==> src/rtl/wb_port_arbiter_pkg.sv <==
// Shared widths, entry type and ring helper for the write-back port arbiter.
package wb_port_arbiter_pkg;

  localparam int unsigned WORD_LEN          = 32;
  localparam int unsigned REG_FILE_ADDR_LEN = 5;
  localparam int unsigned REG_FILE_SIZE     = 32;
  localparam int unsigned WB_REQ_MAX        = 4;
  localparam int unsigned WB_ID_LEN         = 2;

  typedef logic [REG_FILE_ADDR_LEN-1:0] reg_addr_t;
  typedef logic [WORD_LEN-1:0]          word_t;
  typedef logic [WB_ID_LEN-1:0]         wb_id_t;

  // One queued register-file write.
  typedef struct packed {
    reg_addr_t dest;
    word_t     val;
  } wb_entry_t;

  // (base + inc) mod n, valid for base < n and inc < n.
  function automatic wb_id_t wrap_add(input wb_id_t base, input int unsigned inc,
                                      input int unsigned n);
    int unsigned s;
    s = 32'(base) + inc;
    if (s >= n) s = s - n;
    return wb_id_t'(s);
  endfunction

endpackage

==> src/rtl/wb_port_arbiter_fifo.sv <==
// Per-requester synchronous FIFO; also exposes each slot's dest and
// occupancy so the top can build the pending-destination mask.
module wb_fifo
  import wb_port_arbiter_pkg::*;
#(
  parameter int unsigned DEPTH = 2
) (
  input  logic                               clk,
  input  logic                               rst,
  input  logic                               push,
  input  logic                               pop,
  input  wb_entry_t                          din,
  output wb_entry_t                          dout,
  output logic                               full,
  output logic                               empty,
  output logic [DEPTH*REG_FILE_ADDR_LEN-1:0] ent_dest,
  output logic [DEPTH-1:0]                   ent_valid
);

  localparam int unsigned PW = $clog2(DEPTH);
  typedef logic [PW-1:0] ptr_t;
  typedef logic [PW:0]   cnt_t;

  wb_entry_t mem_q [DEPTH];
  wb_entry_t mem_d [DEPTH];
  ptr_t      rd_ptr_q, rd_ptr_d;
  ptr_t      wr_ptr_q, wr_ptr_d;
  cnt_t      count_q, count_d;
  logic      do_push, do_pop;
  ptr_t      rel;

  assign full    = (count_q == cnt_t'(DEPTH));
  assign empty   = (count_q == '0);
  assign do_push = push && !full;
  assign do_pop  = pop && !empty;
  assign dout    = mem_q[rd_ptr_q];

  // Next-state for storage, pointers and occupancy.
  always_comb begin
    mem_d    = mem_q;
    rd_ptr_d = rd_ptr_q;
    wr_ptr_d = wr_ptr_q;
    count_d  = count_q;
    if (do_push) begin
      mem_d[wr_ptr_q] = din;
      wr_ptr_d        = wr_ptr_q + ptr_t'(1);
    end
    if (do_pop) begin
      rd_ptr_d = rd_ptr_q + ptr_t'(1);
    end
    case ({do_push, do_pop})
      2'b10:   count_d = count_q + cnt_t'(1);
      2'b01:   count_d = count_q - cnt_t'(1);
      default: count_d = count_q;
    endcase
  end

  // State registers; reset empties the FIFO.
  always_ff @(posedge clk) begin
    if (rst) begin
      mem_q    <= '{default: '0};
      rd_ptr_q <= '0;
      wr_ptr_q <= '0;
      count_q  <= '0;
    end else begin
      mem_q    <= mem_d;
      rd_ptr_q <= rd_ptr_d;
      wr_ptr_q <= wr_ptr_d;
      count_q  <= count_d;
    end
  end

  // Slot j is occupied when its distance from the read pointer is below count.
  always_comb begin
    rel       = '0;
    ent_valid = '0;
    ent_dest  = '0;
    for (int unsigned j = 0; j < DEPTH; j++) begin
      rel          = ptr_t'(j) - rd_ptr_q;
      ent_valid[j] = (cnt_t'(rel) < count_q);
      ent_dest[j*REG_FILE_ADDR_LEN +: REG_FILE_ADDR_LEN] = mem_q[j].dest;
    end
  end

endmodule

==> src/rtl/wb_port_arbiter.sv <==
// Round-robin arbiter sharing the register-file write port among NUM_REQ
// write-back sources, each buffered by a private FIFO.
module wb_port_arbiter
  import wb_port_arbiter_pkg::*;
#(
  parameter int unsigned NUM_REQ    = 2,
  parameter int unsigned FIFO_DEPTH = 2
) (
  input  logic                                  clk,
  input  logic                                  rst,
  input  logic [NUM_REQ-1:0]                    req_valid,
  output logic [NUM_REQ-1:0]                    req_ready,
  input  logic [NUM_REQ*REG_FILE_ADDR_LEN-1:0]  req_dest,
  input  logic [NUM_REQ*WORD_LEN-1:0]           req_val,
  output logic                                  writeEn,
  output logic [REG_FILE_ADDR_LEN-1:0]          dest,
  output logic [WORD_LEN-1:0]                   writeVal,
  output logic [REG_FILE_SIZE-1:0]              pending,
  output logic [WB_ID_LEN-1:0]                  grant_id
);

  wb_entry_t                                  fifo_din  [NUM_REQ];
  wb_entry_t                                  fifo_dout [NUM_REQ];
  logic [NUM_REQ-1:0]                         fifo_full, fifo_empty, fifo_push, fifo_pop;
  logic [FIFO_DEPTH*REG_FILE_ADDR_LEN-1:0]    ent_dest  [NUM_REQ];
  logic [FIFO_DEPTH-1:0]                      ent_valid [NUM_REQ];

  wb_id_t                  rr_q, rr_d;
  logic                    we_q, we_d;
  reg_addr_t               dest_q, dest_d;
  word_t                   val_q, val_d;
  wb_id_t                  gid_q, gid_d;

  logic                    pick_found;
  wb_id_t                  pick_id, cand;
  logic [WB_REQ_MAX-1:0]   nonempty_pad;
  wb_entry_t               dout_pad [WB_REQ_MAX];
  wb_entry_t               sel_entry;
  logic [REG_FILE_SIZE-1:0] pend;

  for (genvar i = 0; i < NUM_REQ; i++) begin : g_req
    assign fifo_din[i]  = '{dest: req_dest[i*REG_FILE_ADDR_LEN +: REG_FILE_ADDR_LEN],
                            val:  req_val[i*WORD_LEN +: WORD_LEN]};
    assign fifo_push[i] = req_valid[i] && !fifo_full[i];
    assign fifo_pop[i]  = pick_found && (pick_id == wb_id_t'(i));

    wb_fifo #(.DEPTH(FIFO_DEPTH)) u_fifo (
      .clk       (clk),
      .rst       (rst),
      .push      (fifo_push[i]),
      .pop       (fifo_pop[i]),
      .din       (fifo_din[i]),
      .dout      (fifo_dout[i]),
      .full      (fifo_full[i]),
      .empty     (fifo_empty[i]),
      .ent_dest  (ent_dest[i]),
      .ent_valid (ent_valid[i])
    );
  end

  // Ready depends only on each FIFO's own occupancy, never on this cycle's pop.
  assign req_ready = ~fifo_full;

  // Round-robin pick: first non-empty FIFO at or after the rr pointer.
  always_comb begin
    nonempty_pad                = '0;
    nonempty_pad[NUM_REQ-1:0]   = ~fifo_empty;
    pick_found                  = 1'b0;
    pick_id                     = '0;
    cand                        = '0;
    for (int unsigned k = 0; k < NUM_REQ; k++) begin
      cand = wrap_add(rr_q, k, NUM_REQ);
      if (!pick_found && nonempty_pad[cand]) begin
        pick_found = 1'b1;
        pick_id    = cand;
      end
    end
  end

  // Head-of-queue mux for the winning requester.
  always_comb begin
    dout_pad = '{default: '0};
    for (int unsigned k = 0; k < NUM_REQ; k++) begin
      dout_pad[k] = fifo_dout[k];
    end
    sel_entry = dout_pad[pick_id];
  end

  // Output stage and rr pointer next-state; dest 0 is consumed without a write.
  always_comb begin
    we_d   = 1'b0;
    dest_d = dest_q;
    val_d  = val_q;
    gid_d  = gid_q;
    rr_d   = rr_q;
    if (pick_found) begin
      we_d   = (sel_entry.dest != '0);
      dest_d = sel_entry.dest;
      val_d  = sel_entry.val;
      gid_d  = pick_id;
      rr_d   = wrap_add(pick_id, 1, NUM_REQ);
    end
  end

  // Output register and rr pointer.
  always_ff @(posedge clk) begin
    if (rst) begin
      we_q   <= 1'b0;
      dest_q <= '0;
      val_q  <= '0;
      gid_q  <= '0;
      rr_q   <= '0;
    end else begin
      we_q   <= we_d;
      dest_q <= dest_d;
      val_q  <= val_d;
      gid_q  <= gid_d;
      rr_q   <= rr_d;
    end
  end

  // Pending mask: every queued dest plus the live output-stage dest; r0 never pends.
  always_comb begin
    pend = '0;
    for (int unsigned i = 0; i < NUM_REQ; i++) begin
      for (int unsigned j = 0; j < FIFO_DEPTH; j++) begin
        if (ent_valid[i][j]) begin
          pend[ent_dest[i][j*REG_FILE_ADDR_LEN +: REG_FILE_ADDR_LEN]] = 1'b1;
        end
      end
    end
    if (we_q) pend[dest_q] = 1'b1;
    pend[0] = 1'b0;
  end

  assign writeEn  = we_q;
  assign dest     = dest_q;
  assign writeVal = val_q;
  assign grant_id = gid_q;
  assign pending  = pend;

endmodule
==> config.mk <==
export PLATFORM = sky130hd
export DESIGN_NAME = wb_port_arbiter
export DESIGN_NICKNAME = d
export VERILOG_FILES = /design/src/rtl/wb_port_arbiter_pkg.sv /design/src/rtl/wb_port_arbiter_fifo.sv /design/src/rtl/wb_port_arbiter.sv
export SDC_FILE = /design/constraint.sdc
export NUM_CORES = 1
export LEC_CHECK = 0
export CAP_MARGIN = 0
export CORE_MARGIN = 10
export CORE_UTILIZATION = 36
export DETAILED_ROUTE_END_ITERATION = 7
export HOLD_SLACK_MARGIN = 0.05
export PLACE_DENSITY = 0.55
export SETUP_SLACK_MARGIN = 0.05
export SLEW_MARGIN = 20
export SYNTH_ARGS = -nofsm -noshare
export SYNTH_HDL_FRONTEND = slang
export SYNTH_SLANG_ARGS = --single-unit
==> constraint.sdc <==
create_clock -name clk -period 1.8 [get_ports clk]
set_input_delay 0.36 -clock clk [delete_from_list [all_inputs] [get_ports clk]]
set_output_delay 0.36 -clock clk [all_outputs]
set_load 0.005 [all_outputs]
Yosys cells after proc, flatten, opt, wreduce, memory -nomap -nowiden
Index checks and enable logic that the tools add are counted.

Word-level logic and storage cells: 152. Bits in registers: 198.

Magnitude comparators: 26. Muxes and demuxes: 43. Bitwise gates (word level): 12. Equality and inequality tests: 7. Add/subtract/negate cells: 17. Reductions and logical operators: 28.

Operators with widths (number): 2-to-1 mux 37 bit (10); 2-to-1 mux 32 bit (5); bitwise mux 74 bit (2); bitwise OR 32 bit (4); binary-select mux 37 bit (select 2 bit) (1); demux 37 bit (select 1 bit) (2); < comparator 5 x 6 -> 1 bit (second input constant) (5); demux 1 bit (select 5 bit) (5); >= comparator 5 x 1 -> 1 bit (second input constant) (5); logical AND 1 bit (16); >= comparator 2 bit (second input constant) (5); 2-to-1 mux 2 bit (5); 2-to-1 mux 1 bit (9); == test 2 bit (second input constant) (4); < comparator 1 x 2 -> 1 bit (4); inverter 1 -> 2 bit (4); case mux 2 bit (2 select lines) (2); adder 2 x 1 -> 3 bit (second input constant) (2); == test 2 x 1 -> 1 bit (second input constant) (3); >= comparator 3 x 2 -> 1 bit (second input constant) (2); logical NOT 2 bit (3); < comparator 2 x 3 -> 1 bit (second input constant) (2); subtractor 2 bit (second input constant) (3); logical NOT 1 bit (5); other kinds (13) (25).

Logic depth before layout (Yosys ltp)
Depth after elaboration: 13. Mapped depth: 9. Mapped depth without buffers: 6.

Cells and area by module
A second synthesis with hierarchy kept.

Cell total of the unflattened synthesis: 1240. Area, all modules: 11151.9 um2.

Modules (own cells, without submodules): wb_fifo (seq. area each 1561.5 um2, area each 3896.2 um2, cells an instance 404, times used 2); wb_port_arbiter (seq. area each 840.8 um2, area each 3359.5 um2, cells an instance 432, times used 1).

Worst setup path before layout
No wires, ideal clock.

Path type: flip-flop to flip-flop. Start: register g_req[1].u_fifo.count_q[1]. End: register g_req[1].u_fifo.count_q[1]. Path slack: -0.136 ns. Path buffers: 3. Data required time: 1.730 ns. Arrival time: 1.866 ns. Stages on the path, launching flop included: 9. Cells stage by stage: dfxtp_1 > or2_1 > buf_6 > and2_4 > buf_6 > buf_4 > ha_1 > or3_1 > a21oi_1.

Cells in the longest elaborated chain, start to end: 13. Elaborated cells between the ends (all ways): 26.

Ends and longest elaborated chain: from (decl) (RTL line wb_port_arbiter_fifo.sv:28) `cnt_t count_q, count_d;`; from (signal assigned) (RTL line wb_port_arbiter_fifo.sv:69) `count_q <= count_d;`; logical NOT 2 bit (*) (RTL line wb_port_arbiter_fifo.sv:33) `assign empty = (count_q == '0);`; inverter 2 bit (RTL line wb_port_arbiter.sv:67) `nonempty_pad[NUM_REQ-1:0] = ~fifo_empty;`; binary-select mux 1 bit (select 2 bit) (RTL line wb_port_arbiter.sv:73) `if (!pick_found && nonempty_pad[cand]) begin`; 2-to-1 mux 1 bit (not written as such) (RTL line wb_port_arbiter.sv:73); 2-to-1 mux 1 bit (RTL line wb_port_arbiter.sv:73); logical NOT 1 bit (RTL line wb_port_arbiter.sv:73); logical AND 1 bit (RTL line wb_port_arbiter.sv:73); 2-to-1 mux 2 bit (RTL line wb_port_arbiter.sv:73); == test 2 x 1 -> 1 bit (RTL line wb_port_arbiter.sv:45) `assign fifo_pop[i] = pick_found && (pick_id == wb_id_t'(i));`; logical AND 1 bit (RTL line wb_port_arbiter.sv:45); logical AND 1 bit (*) (RTL line wb_port_arbiter_fifo.sv:35) `assign do_pop = pop && !empty;`; named net g_req[1].u_fifo.do_pop (RTL line wb_port_arbiter_fifo.sv:29) `logic do_push, do_pop;`; == test 2 x 1 -> 1 bit or == test 2 bit (tied branches) (RTL line wb_port_arbiter_fifo.sv:51) `case ({do_push, do_pop})`; case mux 2 bit (2 select lines) or nonzero test 2 bit (tied branches).

The timed path passes the listed nets; every way through them passes the cells marked *. The select of a mux whose other input is x is not followed. A chain may end at the register's enable or synchronous reset.

Worst setup path in the final report
Start: register g_req[0].u_fifo.rd_ptr_q. End: output pending[13].

Cells in the longest elaborated chain, start to end: 11. Elaborated cells between the ends (all ways): 13.

Ends and longest elaborated chain: from (decl) (RTL line wb_port_arbiter_fifo.sv:26) `ptr_t rd_ptr_q, rd_ptr_d;`; from (signal assigned) (RTL line wb_port_arbiter_fifo.sv:67) `rd_ptr_q <= rd_ptr_d;`; subtractor 1 bit (RTL line wb_port_arbiter_fifo.sv:79) `rel = ptr_t'(j) - rd_ptr_q;`; < comparator 1 x 2 -> 1 bit (RTL line wb_port_arbiter_fifo.sv:80) `ent_valid[j] = (cnt_t'(rel) < count_q);`; 2-to-1 mux 32 bit (RTL line wb_port_arbiter.sv:127) `if (ent_valid[i][j]) begin`; bitwise OR 32 bit (no line); 2-to-1 mux 32 bit (*) (RTL line wb_port_arbiter.sv:127); bitwise OR 32 bit (no line); 2-to-1 mux 32 bit (*) (RTL line wb_port_arbiter.sv:127); bitwise OR 32 bit (no line); 2-to-1 mux 32 bit (*) (RTL line wb_port_arbiter.sv:127); bitwise OR 32 bit (no line); 2-to-1 mux 32 bit (*) (RTL line wb_port_arbiter.sv:132) `if (we_q) pend[dest_q] = 1'b1;`; to (decl) (RTL line wb_port_arbiter.sv:18) `output logic [REG_FILE_SIZE-1:0] pending,`.

Mark *: on every way between the ends. The rest lies on a longest branch, timed or not.

==> impl_metrics.toml <==
[setup_path]
crit_path_top_delay_cell = "dfxtp_4"
cp.buffers_inverters = 2
cp.depth = 6
setup.worst_path.class = "reg2out"
worstRegToRegCells = 6
arrival_ns = 1.92
endpoint_required_time_on_the_critical_path_ns = 1.44
rrSetupSlack_ns = 0.04
r2r_end = "g_req[0].u_fifo.count_q[1]"
crit_chain = "a21o_4 > and3b_1 > buf_6 > a221oi_4 > o211ai_1 > buf_2"
cpLargestDelayFamily = "compound AO/OA/AOI/OAI gates"
worst_setup_path_endpoint = "pending[13]"
critPathLaunch = "g_req[0].u_fifo.rd_ptr_q"
worst-path-max-fanout = 6
timing.rr.start = "g_req[1].u_fifo.count_q[0]"
cpPeakStageDelay_ns = 0.36
critPathLaunchType = "flop"
cp-end-kind = "primary output"

[final_layout]
layout.core_utilization_pct = 52.5
num-nets-final = 1542
filler_cell_count = 2560
share_of_layout_cells_above_drive_strength_1_pct = 30.4
area_growth_pct = 42.9

[synthesis]
synth.top_cell.area_share_pct = 41.1
most_instantiated_library_cell_after_synthesis = "nand2_1"
synth-seq-cells = 198
synth_cell_type_count = 61
post_synthesis_sequential_area_ratio_pct = 41.1
synth.cells.most_frequent = "nand2_1, dfxtp_1, a21oi_1, mux2_2, a22oi_1"
synth.top_cells.by_area = "dfxtp_1, nand2_1, a21oi_1"
mappedNetlistArea_um2 = 9630
async_flop_share_pct = 0
synth_enable_flop_cells = 0
synthesized_netlist_cell_count = 1207
yosys_warnings = 0
synthesis.area_per_instance_um2 = 7.98
synth_top_area_cell = "dfxtp_1"
postSynth.topFlopCell = "dfxtp_1"
synthesized_net_count = 1287

[sta]
timing.hold.ws_ns = 0.302
final_critical_path_setup_slack_ns = -0.475
setup_viol = 31
period_needed_ns = 2.28
fmaxAchievable_mhz = 440
final.setup.tns_ns = -12.12
skew_ns = 0.0157
final-max-slew-violation-count = 0
hold_viol_final = 0
grt_setup_unrepaired = "yes"
finalCritPeriodShare_pct = 126

[floorplanning]
core_region_area_um2 = 26200
number_of_top_level_pins = 152
die_h_um = 184
cell_rows = 59
floorplan.die_area_um2 = 33700
die_span_in_x_um = 184
starting_utilization_of_the_core_area_pct = 36.8

[placed_design]
io_buffer_count = 150
detailedPlace.worstSlack_ns = -0.423
place_hpwl_mm = 26.4
gp_congestion = 0.951

[clock_network]
cts-root-buf = "clkbuf_16"
clock_sinks = 198
post_cts_hold_buffer_count = 0
clk_transition_reported_paths_ns = 0.08
clk-insertion-delay-late_ns = 0.44
clock_tree.buffer_depth = 2
cts_tree = "built"
h-tree-depth = 4
cts_inserted_buffers = 17

[power]
leakage_uw = 0.00531
power_density_nw_per_um2 = 1170
power_uw = 16100
vdd.ir_drop.worst_mv = 0.916

[routing]
viasPerCell = 5.25
dr.pass1.iters = 5
iter_0_drt_violations = 606
detail_route.drc_violations = 0
wirelength_mm = 36.3
avgRoutedWirePerCell_um = 20.1
detailroute.via_count = 9514
route.antenna.remaining_nets = 0

[status]
violations = "negative setup slack"
outcome = "finished, violations left"

[global_routing]
overflow = 0
vias_in_the_first_global_route = 9658
global_route.usage.total_pct = 21.0
grt_pass1_wl_mm = 55.3
number_of_antenna_violations_at_the_first_check_in_global_routing = 0
largest_net_degree_at_the_start_of_global_routing = 65

[run]
total_of_max_cap_violations = 0

[hold_path]
hp-class = "in2reg"
-- metrics by stage --
stage,cells,instance area (um^2)
final,1811,13800
after CTS,1807,13500
after floorplan,1207,9680
after global placement,1761,12500
after global routing,1810,13800
after detailed placement,1761,12500
-- sequential cells by signal (all words and copies together) (netlist names) --
signal                 flops
g_req.u_fifo.rd_ptr_q      2
dest                       5
writeVal                  32
g_req.u_fifo.mem_q       128
g_req.u_fifo.ent_dest     20
g_req.u_fifo.count_q       4
g_req.u_fifo.wr_ptr_q      2
grant_id                   2
rr_q                       2
writeEn                    1
-- worst min-delay path by stage --
stage	cells past startpoint	startpoint	endpoint
global placement	2	g_req[0].u_fifo.mem_q[9]	g_req[0].u_fifo.mem_q[9]
CTS	2	rst	g_req[0].u_fifo.count_q[0]
global route	2	rst	g_req[0].u_fifo.count_q[0]
finish	2	rst	g_req[1].u_fifo.mem_q[29]
detailed placement	2	g_req[0].u_fifo.mem_q[30]	g_req[0].u_fifo.mem_q[30]
floorplan	2	g_req[0].u_fifo.mem_q[0]	g_req[0].u_fifo.mem_q[0]
-- kinds of logic after synthesis --
logic type                 count (synthesis)  share of synthesized area, %
and+or+nand+nor                          510                          23.5
xor gates and xnor gates                   6                         0.546
muxes                                     79                          9.24
AOI/OAI and AO/OA                        305                          19.6
DFF                                      198                          41.1
buffers and inverters                    106                          5.69
other                                      1                        0.0389
adders and majority gates                  2                         0.260
-- layout by cell type, fill, tap and decap left out, drive strengths merged, types with 9 or more instances in the layout --
cell type      count
nand3             21
a22oi             62
o21ai              9
inv               15
clkbuf            18
clkdlybuf4s50    106
and3b             11
dfxtp            198
nand2            370
o211ai            11
mux2i             10
nor2              27
mux2              69
a21oi            196
nor3b             14
buf              215
nand3b            15
-- what timing repair did --
action | CTS | global route
setup endpoints to repair | 58 | 50
pin swaps | 53 | 23
gates cloned | 0 | 1
setup buffers | 16 | 4
resized for setup | 252 | 56
-- per-layer routing --
metal  up-vias  global-route usage, %  part of all wire, %
met4         0                   8.85                  3.3
met5         -                      0                    0
met2       237                   37.3                   51
met3        63                   4.41                  4.9
met1      4531                   23.9                   41
li1       4683                      -                    -
-- where the power goes --
group	switching [uW]	internal [uW]	total [uW]
registers	420	4960	5380
clock network	2000	1920	3920
logic	3590	3200	6790
total	6010	10100	16100
-- cell type report --
cell class              instances  area (um^2)  area share [%]
diodes                          1         2.50          0.0182
clock buffers                  17          425            3.09
clock inverters                15          195            1.42
inverters                       8         33.8           0.245
multi-input cells             903         5620            40.9
flip-flops and latches        198         4020            29.2
well taps                     335          419            3.05
repair buffers                334         3050            22.1
Power figures use the tool's default switching activity.
